===== config.mk =====
export PLATFORM = sky130hd
export DESIGN_NAME = video_framebuffer
export DESIGN_NICKNAME = d
export VERILOG_FILES = /design/src/rtl/video_pkg.sv /design/src/rtl/fb_clear_seq.sv /design/src/rtl/video_framebuffer.sv
export SDC_FILE = /design/constraint.sdc
export NUM_CORES = 1
export LEC_CHECK = 0
export CORE_ASPECT_RATIO = 0.6
export CORE_UTILIZATION = 56
export CTS_CLUSTER_SIZE = 40
export DETAILED_ROUTE_END_ITERATION = 8
export PLACE_DENSITY_LB_ADDON = 0.3
export REMOVE_ABC_BUFFERS = 1
export SETUP_SLACK_MARGIN = 0.2
export SYNTH_ARGS = -nofsm -noshare
export SYNTH_HDL_FRONTEND = slang
export SYNTH_SLANG_ARGS = --single-unit

===== constraint.sdc =====
create_clock -name clk -period 14.1 [get_ports clk]
set_input_delay 2.82 -clock clk [delete_from_list [all_inputs] [get_ports clk]]
set_output_delay 2.82 -clock clk [all_outputs]
set_load 0.01 [all_outputs]

===== src/rtl/video_pkg.sv =====
// Shared constants for the video framebuffer: write-mode encodings and
// clear-sequencer state encoding.
package video_pkg;

    localparam logic [1:0] WM_WRITE  = 2'b00;
    localparam logic [1:0] WM_SET    = 2'b01;
    localparam logic [1:0] WM_CLR    = 2'b10;
    localparam logic [1:0] WM_TOGGLE = 2'b11;

    typedef enum logic {
        ST_IDLE  = 1'b0,
        ST_CLEAR = 1'b1
    } state_t;

endpackage


===== src/rtl/fb_clear_seq.sv =====
// Clear sequencer: sweeps every cell address once after reset or on request,
// and gates the write port while the sweep runs.
module fb_clear_seq
    import video_pkg::*;
#(
    parameter int unsigned DEPTH = 256,
    parameter int unsigned AW    = $clog2(DEPTH)
) (
    input  logic          clk,
    input  logic          rst_n,
    input  logic          clr_start,
    output logic          busy,
    output logic [AW-1:0] clr_addr,
    output logic          clr_we
);

    state_t        state;
    state_t        state_nxt;
    logic [AW-1:0] cnt;
    logic [AW-1:0] cnt_nxt;

    // Next-state: a request during the sweep is ignored so it never restarts.
    always_comb begin
        state_nxt = state;
        cnt_nxt   = cnt;
        case (state)
            ST_CLEAR: begin
                if (cnt == AW'(DEPTH - 1)) begin
                    state_nxt = ST_IDLE;
                    cnt_nxt   = '0;
                end else begin
                    cnt_nxt = cnt + AW'(1);
                end
            end
            ST_IDLE: begin
                if (clr_start) begin
                    state_nxt = ST_CLEAR;
                    cnt_nxt   = '0;
                end
            end
            default: begin
                state_nxt = ST_CLEAR;
                cnt_nxt   = '0;
            end
        endcase
    end

    always_ff @(posedge clk) begin
        if (!rst_n) begin
            state <= ST_CLEAR;
            cnt   <= '0;
        end else begin
            state <= state_nxt;
            cnt   <= cnt_nxt;
        end
    end

    assign busy     = (state == ST_CLEAR);
    assign clr_we   = (state == ST_CLEAR);
    assign clr_addr = cnt;

endmodule


===== src/rtl/video_framebuffer.sv =====
// Parametrised pixel framebuffer with a read-modify-write write port,
// a registered read port and a sequential clear engine.
module video_framebuffer
    import video_pkg::*;
#(
    parameter  int unsigned COLS  = 16,
    parameter  int unsigned ROWS  = 16,
    parameter  int unsigned BPP   = 1,
    localparam int unsigned XW    = $clog2(COLS),
    localparam int unsigned YW    = $clog2(ROWS),
    localparam int unsigned DEPTH = COLS * ROWS,
    localparam int unsigned AW    = $clog2(DEPTH)
) (
    input  logic           clk,
    input  logic           rst_n,
    input  logic           wr_valid,
    output logic           wr_ready,
    input  logic [XW-1:0]  wr_x,
    input  logic [YW-1:0]  wr_y,
    input  logic [1:0]     wr_mode,
    input  logic [BPP-1:0] wr_data,
    input  logic           rd_en,
    input  logic [XW-1:0]  rd_x,
    input  logic [YW-1:0]  rd_y,
    output logic [BPP-1:0] rd_data,
    output logic           rd_valid,
    input  logic           clr_start,
    output logic           busy
);

    logic [BPP-1:0] mem [DEPTH];

    logic [AW-1:0]  clr_addr;
    logic           clr_we;
    logic [AW-1:0]  wr_addr;
    logic [AW-1:0]  rd_addr;
    logic           wr_in_range;
    logic           rd_in_range;
    logic           wr_fire;
    logic [BPP-1:0] wr_cur;
    logic [BPP-1:0] wr_new;

    fb_clear_seq #(
        .DEPTH (DEPTH),
        .AW    (AW)
    ) u_clear_seq (
        .clk       (clk),
        .rst_n     (rst_n),
        .clr_start (clr_start),
        .busy      (busy),
        .clr_addr  (clr_addr),
        .clr_we    (clr_we)
    );

    // Ready depends on sequencer state only, never on the request inputs.
    assign wr_ready = ~busy;

    // Range checks are done at 32 bits so they stay meaningful for power-of-two sizes.
    assign wr_in_range = (32'(wr_x) < COLS) && (32'(wr_y) < ROWS);
    assign rd_in_range = (32'(rd_x) < COLS) && (32'(rd_y) < ROWS);
    assign wr_addr     = AW'(wr_y) * AW'(COLS) + AW'(wr_x);
    assign rd_addr     = AW'(rd_y) * AW'(COLS) + AW'(rd_x);
    assign wr_fire     = wr_valid && wr_ready && wr_in_range;
    assign wr_cur      = mem[wr_addr];

    always_comb begin
        wr_new = wr_cur;
        case (wr_mode)
            WM_WRITE:  wr_new = wr_data;
            WM_SET:    wr_new = wr_cur | wr_data;
            WM_CLR:    wr_new = wr_cur & ~wr_data;
            WM_TOGGLE: wr_new = wr_cur ^ wr_data;
            default:   wr_new = wr_cur;
        endcase
    end

    // Storage: the sweep and the write port are mutually exclusive by state.
    always_ff @(posedge clk) begin
        if (clr_we) begin
            mem[clr_addr] <= '0;
        end else if (wr_fire) begin
            mem[wr_addr] <= wr_new;
        end
    end

    // Read register returns pre-write data and masks the array during a sweep.
    always_ff @(posedge clk) begin
        if (!rst_n) begin
            rd_data  <= '0;
            rd_valid <= 1'b0;
        end else begin
            rd_valid <= rd_en;
            if (rd_en) begin
                rd_data <= (busy || !rd_in_range) ? BPP'(0) : mem[rd_addr];
            end
        end
    end

endmodule


# --- Word level (Yosys, flattened, before mapping) ---
# Memory sizes are Yosys's and may differ from the RTL's.
# Cells that the tools add are included.
word_totals:
  out_inout_bits: 4
  ram_bits: 256
  regBits: 11
  mem_count: 1
op_classes:
  bitwise: 5
  eq_ne: 5
  muxes: 16
  add_sub_neg: 3
  n_reduce_logical: 3
memory_table:
  columns: ["name", "words", "width", "rd", "rd_clocked_by_memory_dff", "wr", "line_no", "source"]
  rows:
  - ["mem", 256, 1, 2, 0, 1, "video_framebuffer.sv:31", "logic [BPP-1:0] mem [DEPTH];"]
ops:
  columns: ["op", "count"]
  rows:
  - ["8-bit two-way mux", 3]
  - ["8-bit by 4-bit adder with 8-bit output", 2]
  - ["8-bit one-hot mux with 2 select lines", 1]
  - ["1-bit two-way mux", 10]
  - ["8-bit by 1-bit adder with 8-bit output, second input constant", 1]
  - ["8-bit equality test, second input constant", 1]
  - ["2-bit equality test, second input constant", 2]
  - ["1-bit one-hot mux with 4 select lines", 1]
  - ["2-bit by 1-bit equality test with 1-bit output, second input constant", 1]
  - ["2-bit logical NOT", 1]
  - ["2-bit by 1-bit inequality test with 1-bit output, second input constant", 1]
  - ["1-bit NOT", 2]
  - ["1-bit one-hot mux with 2 select lines", 1]
  - ["1-bit bitwise AND", 1]
  - ["1-bit logical AND", 1]
  - ["1-bit OR", 1]
  - ["1-bit OR reduction", 1]
  - ["1-bit bitwise XOR", 1]

# --- Longest topological paths before layout ---
# Gate-level depths: netlist (run 1).
depth:
  ltp_word: 7
  depth_mapped: 13

# --- Cells and area by module ---
# Synthesis (run 1) repeated with hierarchy kept, for this count alone.
unflattened:
  cells_unflattened: 1045
  hier_area_um2: 13983.4
by_module_without_submodules:
  columns: ["module", "cells_per_inst", "area_per_inst_um2", "n_inst"]
  rows:
  - ["video_framebuffer", 988, 13536.7, 1]
  - ["fb_clear_seq", 57, 446.7, 1]

# --- Worst setup path before layout (run 1) ---
# Ideal clock, no wire load.
synth_path:
  path_type: "input to register"
  startpoint: "in wr_x[1]"
  endpoint: "mem mem[0] (data pin)"
  n_path_buf: 2
  setup_slack_ns: 1.790
  stages: 12
  setup_time_ns: 1.388
  t_arrival_ns: 10.922
  required_ns: 12.712
  path_cell_list: "buf_1 -> clkbuf_1 -> mux4_2 -> a221oi_1 -> o22ai_1 -> nor3_1 -> nor2_1 -> nor4_1 -> ha_1 -> mux2_2 -> a21oi_1 -> nor2_1"
synth_between:
  elab_chain_cells: 5
  word_cells_on_any_way: 7
  cone_classes: "add/sub: 1; mux: 2; bitwise: 3; memory: 1"
synth_rtl:
  columns: ["element", "line_no", "source"]
  rows:
  - ["from (decl)", "video_framebuffer.sv:18", "input logic [XW-1:0] wr_x,"]
  - ["8-bit by 4-bit adder with 8-bit output (*)", "video_framebuffer.sv:61", "assign wr_addr = AW'(wr_y) * AW'(COLS) + AW'(wr_x);"]
  - ["memory read 256 x 1 bit (*)", null, null]
  - ["1-bit bitwise XOR, or another cell as far along", "video_framebuffer.sv:72", "WM_TOGGLE: wr_new = wr_cur ^ wr_data;"]
  - ["1-bit one-hot mux with 4 select lines (*)", "video_framebuffer.sv:68", "case (wr_mode)"]
  - ["1-bit two-way mux (no line) (*)", null, null]
  - ["to (decl)", "video_framebuffer.sv:31", null]
# Mark *: on every way between the ends. The rest lies on a longest branch, timed or not.

# --- Final worst setup path (run 1) ---
layout_path:
  startpoint: "in wr_x[0]"
  endpoint: "mem mem[20] (data pin)"
# The elaborated chain is that of the path after synthesis.

==> summary.md, run 1 <==
The weighted congestion reported at the end of routability-driven placement is 0.9313, and the max-slew headroom at the worst pin is 0.2397. For the area of the core region, the log shows 24280 um^2. Relative to the synthesized area, the layout overhead comes to 8.964%. Row generation in the floorplan step produced 44 rows. In this run the static leakage power is 4.950 nW. After synthesis the cells add up to 13900 um^2. The slew of the pin with the lowest slew margin is 1138 ps. The maximum fanout count along the critical path came out at 80. Die height: 124.0 um. The post-synthesis cell type with the largest combined area was sky130_fd_sc_hd__edfxtp_1. Setup violations remaining at the end of the flow were counted as 0. The depth of the worst hold-timing path is 2. The count of flip-flops with a built-in enable after synthesis came out at 256. Data on the critical path arrives at its endpoint at 7770 ps. Setup repair after global routing left no endpoint under its margin.

Prevailing post-synth register cell: sky130_fd_sc_hd__edfxtp_1. After layout, the minimum clock period comes to 7568 ps. The library cell used most frequently in the layout, excluding fill and tap cells, is sky130_fd_sc_hd__nor2_1.

H-tree depth: 1. The clock slew seen by the registers of the worst setup and hold paths is 70 ps, and the share of post-route cells with drive strength above 1 is 0.1552. The initial antenna violation count is 1, and the total power per unit cell area is 113.4 nW/um^2. The net load switching power was 0.0003857 W.

In the routed design, unresolved DRC markers number 0. The clock net in this run drives a total of 267 sinks. Input and output buffers added on the ports amount to 27. After detailed placement, the total cell area comes to 14280 um^2.

After filler insertion, the fill cell instance count of the layout stands at 1832. Dividing the detail-routed via count by the number of cells gives 7.008. The tools report the category of the worst setup path capture point as a flip-flop. The first global-routing pass estimated 58.05 mm of wire. For the number of hold buffers added after CTS, the log shows 0. The half-perimeter wire length of the detailed placement result is 24.15 mm, and the die footprint is 25480 um^2. The top cell types in the final layout, fill and taps aside, are sky130_fd_sc_hd__nor2_1, sky130_fd_sc_hd__edfxtp_1, sky130_fd_sc_hd__mux4_2, sky130_fd_sc_hd__nand2_1, sky130_fd_sc_hd__mux2i_1. Summing all flip-flop and latch instances after layout gives 7908 um^2.

Synthesis produced a netlist whose cell count is 1061. The logs give 0 for the global route total overflow and 0 for the total count of max-transition violations in the final report. Final period utilization: 0.5367. TritonCTS built the clock tree. The number of max-cap violations came out at 0.

For the starting density of the core, the log shows 0.5726. Fraction of post-synthesis cell area in the top cell type by area: 0.5530. Portion of total power attributed to the clock network: 0.423.

28 I/O pins were placed. In this run, CTS created clock tree buffers numbering 26. The multi-input combinational cells in the finished layout cover a total of 5593 um^2. The count of nets left with antenna violations once routing finished came out at 0.

In this run the worst hold path is classified as reg2reg. The clock passes through at most 3 buffers. The share of synthesized flip-flops with an asynchronous set or reset came out at 0. The repair_antennas step left the layout with diodes totalling 0. The switching part of the total power was 0.2245; the worst setup skew after layout was 14.03 ps. The post-synthesis sequential area ratio was 0.5688.

The logs give 0 for the number of gates given a new drive strength after cts and 0.001332 W for the cell internal power dissipation. During synthesis, Yosys emitted a total of 0 warnings. Summed over all failing endpoints, the final setup total negative slack is 0 ps. The tools report the clock latency on the worst-skew pair as 550 ps. The global-route total usage across every layer was 0.3204; the via count of the first global-routing pass was 9237. The logs give 0.077 for the combinational group share of total power and 0 for the final hold violation count. Synthesized area per cell: 13.10 um^2. The number of register bits inferred by synthesis is 267, and the wire length after detailed routing is 38.95 mm. The tree is rooted in a sky130_fd_sc_hd__clkbuf_16. Ranked by total cell area, the synthesized netlist is headed by sky130_fd_sc_hd__edfxtp_1, sky130_fd_sc_hd__mux4_2, sky130_fd_sc_hd__nor2_1.

The final layout contains 1073 nets. For the post-layout total power, the log shows 0.001718 W. Number of cells traversed by the worst register-to-register path: 13.

The run finished with clean final reports. The part of the total power dissipated in sequential elements was 0.500. After clock tree synthesis, the setup repair step added 0 buffers.

The count of unique library cells instantiated by Yosys is 51, and the first-pass iteration count of the detailed router is 6. Dividing the detail-routed wire length by the instance count gives 28.12 um. For the worst setup path, the data required time is 14300 ps. In this run the critical register-to-register path is launched from mem[57]$_DFFE_PP_.

The finished cells cover 15150 um^2. STA classifies the critical path startpoint as a primary input. The tools report the startpoint of the worst hold path as rd_data$_SDFFE_PN0P_. The via count of the routed design is 9706. Entering global routing, the biggest net connects 100 pins. The violation count after the first detailed-routing iteration came out at 1789. Startpoint of the most critical setup path: wr_x[0].

The horizontal extent of the die is 205.4 um. Static timing analysis puts the maximum clock frequency at 132.1 MHz. The critical path is of the in2reg type.

VDD sags by at most 0.0001009 V.
==> flip-flops by register name, indices dropped and copies added, names as in the netlist <==
| signal | flops |
|---|---|
| u_clear_seq.busy | 1 |
| rd_valid | 1 |
| mem | 256 |
| rd_data | 1 |
| u_clear_seq.clr_addr | 8 |
==> stage by stage <==
step	hold slack, ps	util	setup WS [ps]	std cells
2_1_floorplan	495.6	-	2161	979
3_3_place_gp	527.4	0.5882	6092	1340
3_5_place_dp	531.1	0.5882	6004	1340
4_1_cts	545.0	0.6239	6562	1385
5_1_grt	549.7	0.6239	6151	1385
6_report	539.0	0.6239	6533	1385
==> logic make-up after synthesis <==
group | synth area share
buf+inv | 0.02943
simple gates | 0.1249
compound gates | 0.06687
mux | 0.2073
fa+ha+maj | 0.002700
flops | 0.5688
==> per-layer routing <==
layer	track usage	part of all wire	up-vias
met2	0.4514	0.41	748
li1	-	-	4049
met5	0	0	-
met3	0.1068	0.16	77
met4	0.08287	0.023	0
met1	0.4779	0.40	4832
==> area by class of cell <==
cell class / count / area share
clock buffers: 32 / 0.04584
repair buffers: 39 / 0.02313
clock inverters: 13 / 0.01148
inverters: 7 / 0.001735
well taps: 322 / 0.02660
multi-input cells: 705 / 0.3692
flip-flops and latches: 267 / 0.5220
==> final timing paths <==
check,endpoint,slack (ps)
max,mem[20]$_DFFE_PP_,6530
min,rd_data$_SDFFE_PN0P_,540
max reg2reg,mem[20]$_DFFE_PP_,9710
min reg2reg,rd_data$_SDFFE_PN0P_,540
==> power groups by stage <==
stage               sequential [W]  clock [W]  combinational, W
finish                    0.000859   0.000727          0.000132
floorplan                 0.000875          0         0.0000670
CTS                       0.000859   0.000728          0.000129
global placement          0.000876          0          0.000128
detailed placement        0.000876          0          0.000128
global route              0.000858   0.000757          0.000139
==> worst max-delay path, stage by stage <==
cell	delay, ps
sky130_fd_sc_hd__buf_4	590
sky130_fd_sc_hd__buf_4	620
sky130_fd_sc_hd__mux4_2	590
sky130_fd_sc_hd__a22o_1	220
sky130_fd_sc_hd__a221oi_1	220
sky130_fd_sc_hd__o22ai_1	140
sky130_fd_sc_hd__nor3_1	420
sky130_fd_sc_hd__nor2_1	100
sky130_fd_sc_hd__or4_1	420
sky130_fd_sc_hd__ha_1	190
sky130_fd_sc_hd__mux2_2	250
sky130_fd_sc_hd__a21oi_1	250
sky130_fd_sc_hd__nor2_4	50
sky130_fd_sc_hd__buf_4	340
sky130_fd_sc_hd__buf_4	450
==> synthesized netlist by cell type, drive strengths merged (2+ instances only) <==
master	number
ha	3
o21ai	24
inv	5
buf	27
a22oi	10
nand3	16
o31ai	5
clkinv	2
a31oi	2
nor2	275
or4	3
a21oi	21
mux2	3
nor2b	7
nor3	14
nor4	2
dfxtp	11
o22ai	17
a221oi	18
a311oi	2
or3	5
o221ai	4
and2	5
mux4	106
a2111oi	2
a211oi	6
nand3b	13
mux2i	46
edfxtp	256
and3	3
clkbuf	55
nand2b	10
nand2	58
a22o	14
(Power assumes the default switching activity.)
==> run 2: changes to the inputs <==
==> constraint.sdc (replaced) <==
create_clock -name clk -period 7.9 [get_ports clk]
set_input_delay 1.58 -clock clk [delete_from_list [all_inputs] [get_ports clk]]
set_output_delay 1.58 -clock clk [all_outputs]
set_load 0.01 [all_outputs]
==> summary.md, run 2 (same netlist as run 1, synthesis figures left out) <==
Setup repair after global routing left no endpoint under its margin. The clock latency on the worst-skew pair was 540 ps (about the same); the weighted congestion reported at the end of routability-driven placement was 0.9708 (+4.2%). The die height was 124.0 um (unchanged).

The tools report the global route total overflow as 0 (unchanged). The critical path data arrival time is 5860 ps (-1910 ps). The run finished with clean final reports. The number of flip-flops in the largest register is 256 (unchanged).

The antenna violation net count after detailed routing is 0 (unchanged). The post-route worst setup slack was 2210 ps (-4323 ps). The horizontal extent of the die was 205.4 um (unchanged). The category of the worst setup path capture point is a flip-flop. The global-route total usage across every layer was 0.3240 (+0.003662).

The violation count after the first detailed-routing iteration is 1574 (-12%), and the wire length per cell is 28.52 um (+1.4%). The max-slew headroom at the worst pin was 0.2011 (-0.03857); the number of buffer cells added on primary ports was 27 (unchanged). The largest net degree at the start of global routing came out at 165 (+65%).

In the layout the commonest cells are sky130_fd_sc_hd__nor2_1, sky130_fd_sc_hd__edfxtp_1, sky130_fd_sc_hd__mux4_2, sky130_fd_sc_hd__nand2_1, sky130_fd_sc_hd__mux2i_1. For the half-perimeter wire length of the detailed placement result, the log shows 25.07 mm (+3.8%). The clock slew seen by the registers of the worst setup and hold paths is 60 ps (about the same), and the first-pass iteration count of the detailed router is 5 (-1). The area of the core region came out at 24280 um^2 (unchanged). The count of inserted antenna diode cells was 0 (unchanged).

The required time of the critical path came out at 8070 ps (-6230 ps). The run gives 3 (unchanged) as the number of buffers between clock root and the deepest sink. TritonCTS built the clock tree. For the number of gates given a new drive strength after cts, the log shows 0 (unchanged).

The register with the most flip-flops in the final layout is mem. The register cell area after layout is 7908 um^2 (unchanged), and the final hold violation count is 0 (unchanged). The tools report the via count of the routed design as 9740 (+0.35%). The count of filler cells inserted in the layout came out at 1874 (+2.3%). The tools report the count of boundary I/O pins as 28 (unchanged). Count of placed standard cells in the final layout, fillers left out: 1384 (-0.072%). The tree is rooted in a sky130_fd_sc_hd__clkbuf_16. Area of the multi-input gates: 5593 um^2 (unchanged). The logs give 4.492 nW (-9.2%) for the static leakage power and 44 (unchanged) for the row count. The run gives 267 (unchanged) as the clock sink count. The H-tree depth came out at 1 (unchanged). The number of hold buffers added after CTS was 0 (unchanged); the final setup violation count was 0 (unchanged). The final net count is 1074 (+0.093%). For this run, the top clock speed supported by timing is 175.7 MHz. The count of placed standard cells including taps was 1342 (+0.15%); the share of post-route cells with drive strength above 1 was 0.1507 (-0.004562). The run gives 39.47 mm (+1.3%) as the wire length after detailed routing. The worst setup path is launched from a primary input. The tools report the worst slack after detailed placement as 1693 ps (-4312 ps).

The post-CTS repair timing setup buffer count came out at 0 (unchanged). The final period utilization was 0.7203; the detailed-route vias per instance was 7.038 (+0.42%). The global-route wire length before repair is 58.97 mm (+1.6%). The tools report the via count of the first global-routing pass as 9265 (+0.30%). The critical path is of the in2reg type.

Maximum fanout count along the critical path: 92 (+15%). The tools report the total negative slack as 0 ps (unchanged). The run gives 0 (unchanged) as the total count of max-transition violations in the final report. The starting density of the core was 0.5726 (unchanged). The tools report the initial antenna violation count as 0 (-1). The most frequent standard cell in the layout excluding fill and tap cells was sky130_fd_sc_hd__nor2_1. The die footprint was 25480 um^2 (unchanged); the slew of the pin with the lowest slew margin was 1198 ps (+60.62 ps). Total CTS buffers: 25 (-3.8%). The tools report the worst-case vdd ir drop as 0.0001911 V (+89%). The worst hold path belongs to the class reg2reg. The final routed DRC violation total was 0 (unchanged). The clock period minus final worst setup slack was 5690 ps. The total power per unit cell area is 197.7 nW/um^2 (+74%), and the worst setup skew after layout is 8.982 ps (-5.049 ps). For the number of max-cap violations, the log shows 0 (unchanged). The area growth from synthesis to final layout is 8.496%.
## run 2: changes by cell type in the layout (fill, tap and decap cells not counted), sizes merged
| cell | before | now |
|---|---|---|
| buf | 16 | 18 |
| bufinv | 4 | 3 |
| clkbuf | 32 | 30 |
| clkinv | 8 | 11 |
| clkinvlp | 3 | 0 |
## run 2: cell type report
| class | count | share of cell area |
|---|---|---|
| Sequential cell | 267 | 0.5243 |
| Timing Repair Buffer | 41 | 0.02505 |
| Clock buffer | 30 | 0.04272 |
| Multi-Input combinational cell | 705 | 0.3708 |
| Clock inverter | 12 | 0.008710 |
| Inverter | 7 | 0.001742 |
| Tap cell | 322 | 0.02671 |
## run 2: worst paths after layout
| check | start | end | slack, ps | cells after the start |
|---|---|---|---|---|
| setup / recovery | wr_x[1] | mem[224]$_DFFE_PP_ | 2210 | 14 |
| hold / removal | rd_data$_SDFFE_PN0P_ | rd_data$_SDFFE_PN0P_ | 560 | 2 |
| setup reg to reg | mem[83]$_DFFE_PP_ | mem[224]$_DFFE_PP_ | 3710 | 12 |
| hold reg to reg | rd_data$_SDFFE_PN0P_ | rd_data$_SDFFE_PN0P_ | 560 | 2 |
## run 2: report_power, final
part / total [W] / internal [W] / switching [W]
Sequential: 0.00153 / 0.00153 / 0.00000342
Clock: 0.00120 / 0.000675 / 0.000525
Combinational: 0.000250 / 0.0000997 / 0.000150
Total: 0.00298 / 0.00230 / 0.000679
## run 2: layer usage
metal / GRT usage / routed length [um] / up-vias
met5: 0.005952 / 0 / -
met4: 0.06991 / 867 / 0
met3: 0.1057 / 6623 / 68
met2: 0.4647 / 16500 / 778
met1: 0.4829 / 15470 / 4845
li1: - / - / 4049
## run 2: per-stage QoR
stage | utilization | power [W] | cell area [um^2] | hold WS (ps)
global route | 0.6213 | 0.003044 | 15080 | 580.7
CTS | 0.6213 | 0.002977 | 15080 | 564.4
finish | 0.6213 | 0.002982 | 15080 | 557.2
global placement | 0.5893 | 0.001803 | 14310 | 524.0
detailed placement | 0.5893 | 0.001805 | 14310 | 534.4
floorplan | - | 0.001688 | 13520 | 495.6
## run 2: worst max-delay path, cell delays in order
cell and delay (ps):
sky130_fd_sc_hd__buf_4 500, sky130_fd_sc_hd__buf_4 490, sky130_fd_sc_hd__mux4_2 370, sky130_fd_sc_hd__a22o_1 230, sky130_fd_sc_hd__a221oi_1 360, sky130_fd_sc_hd__o22ai_1 220, sky130_fd_sc_hd__nor3_1 240, sky130_fd_sc_hd__nor2_1 80
sky130_fd_sc_hd__or4_1 530, sky130_fd_sc_hd__ha_1 200, sky130_fd_sc_hd__mux2_2 260, sky130_fd_sc_hd__a21oi_1 240, sky130_fd_sc_hd__nor2_4 60, sky130_fd_sc_hd__buf_4 390
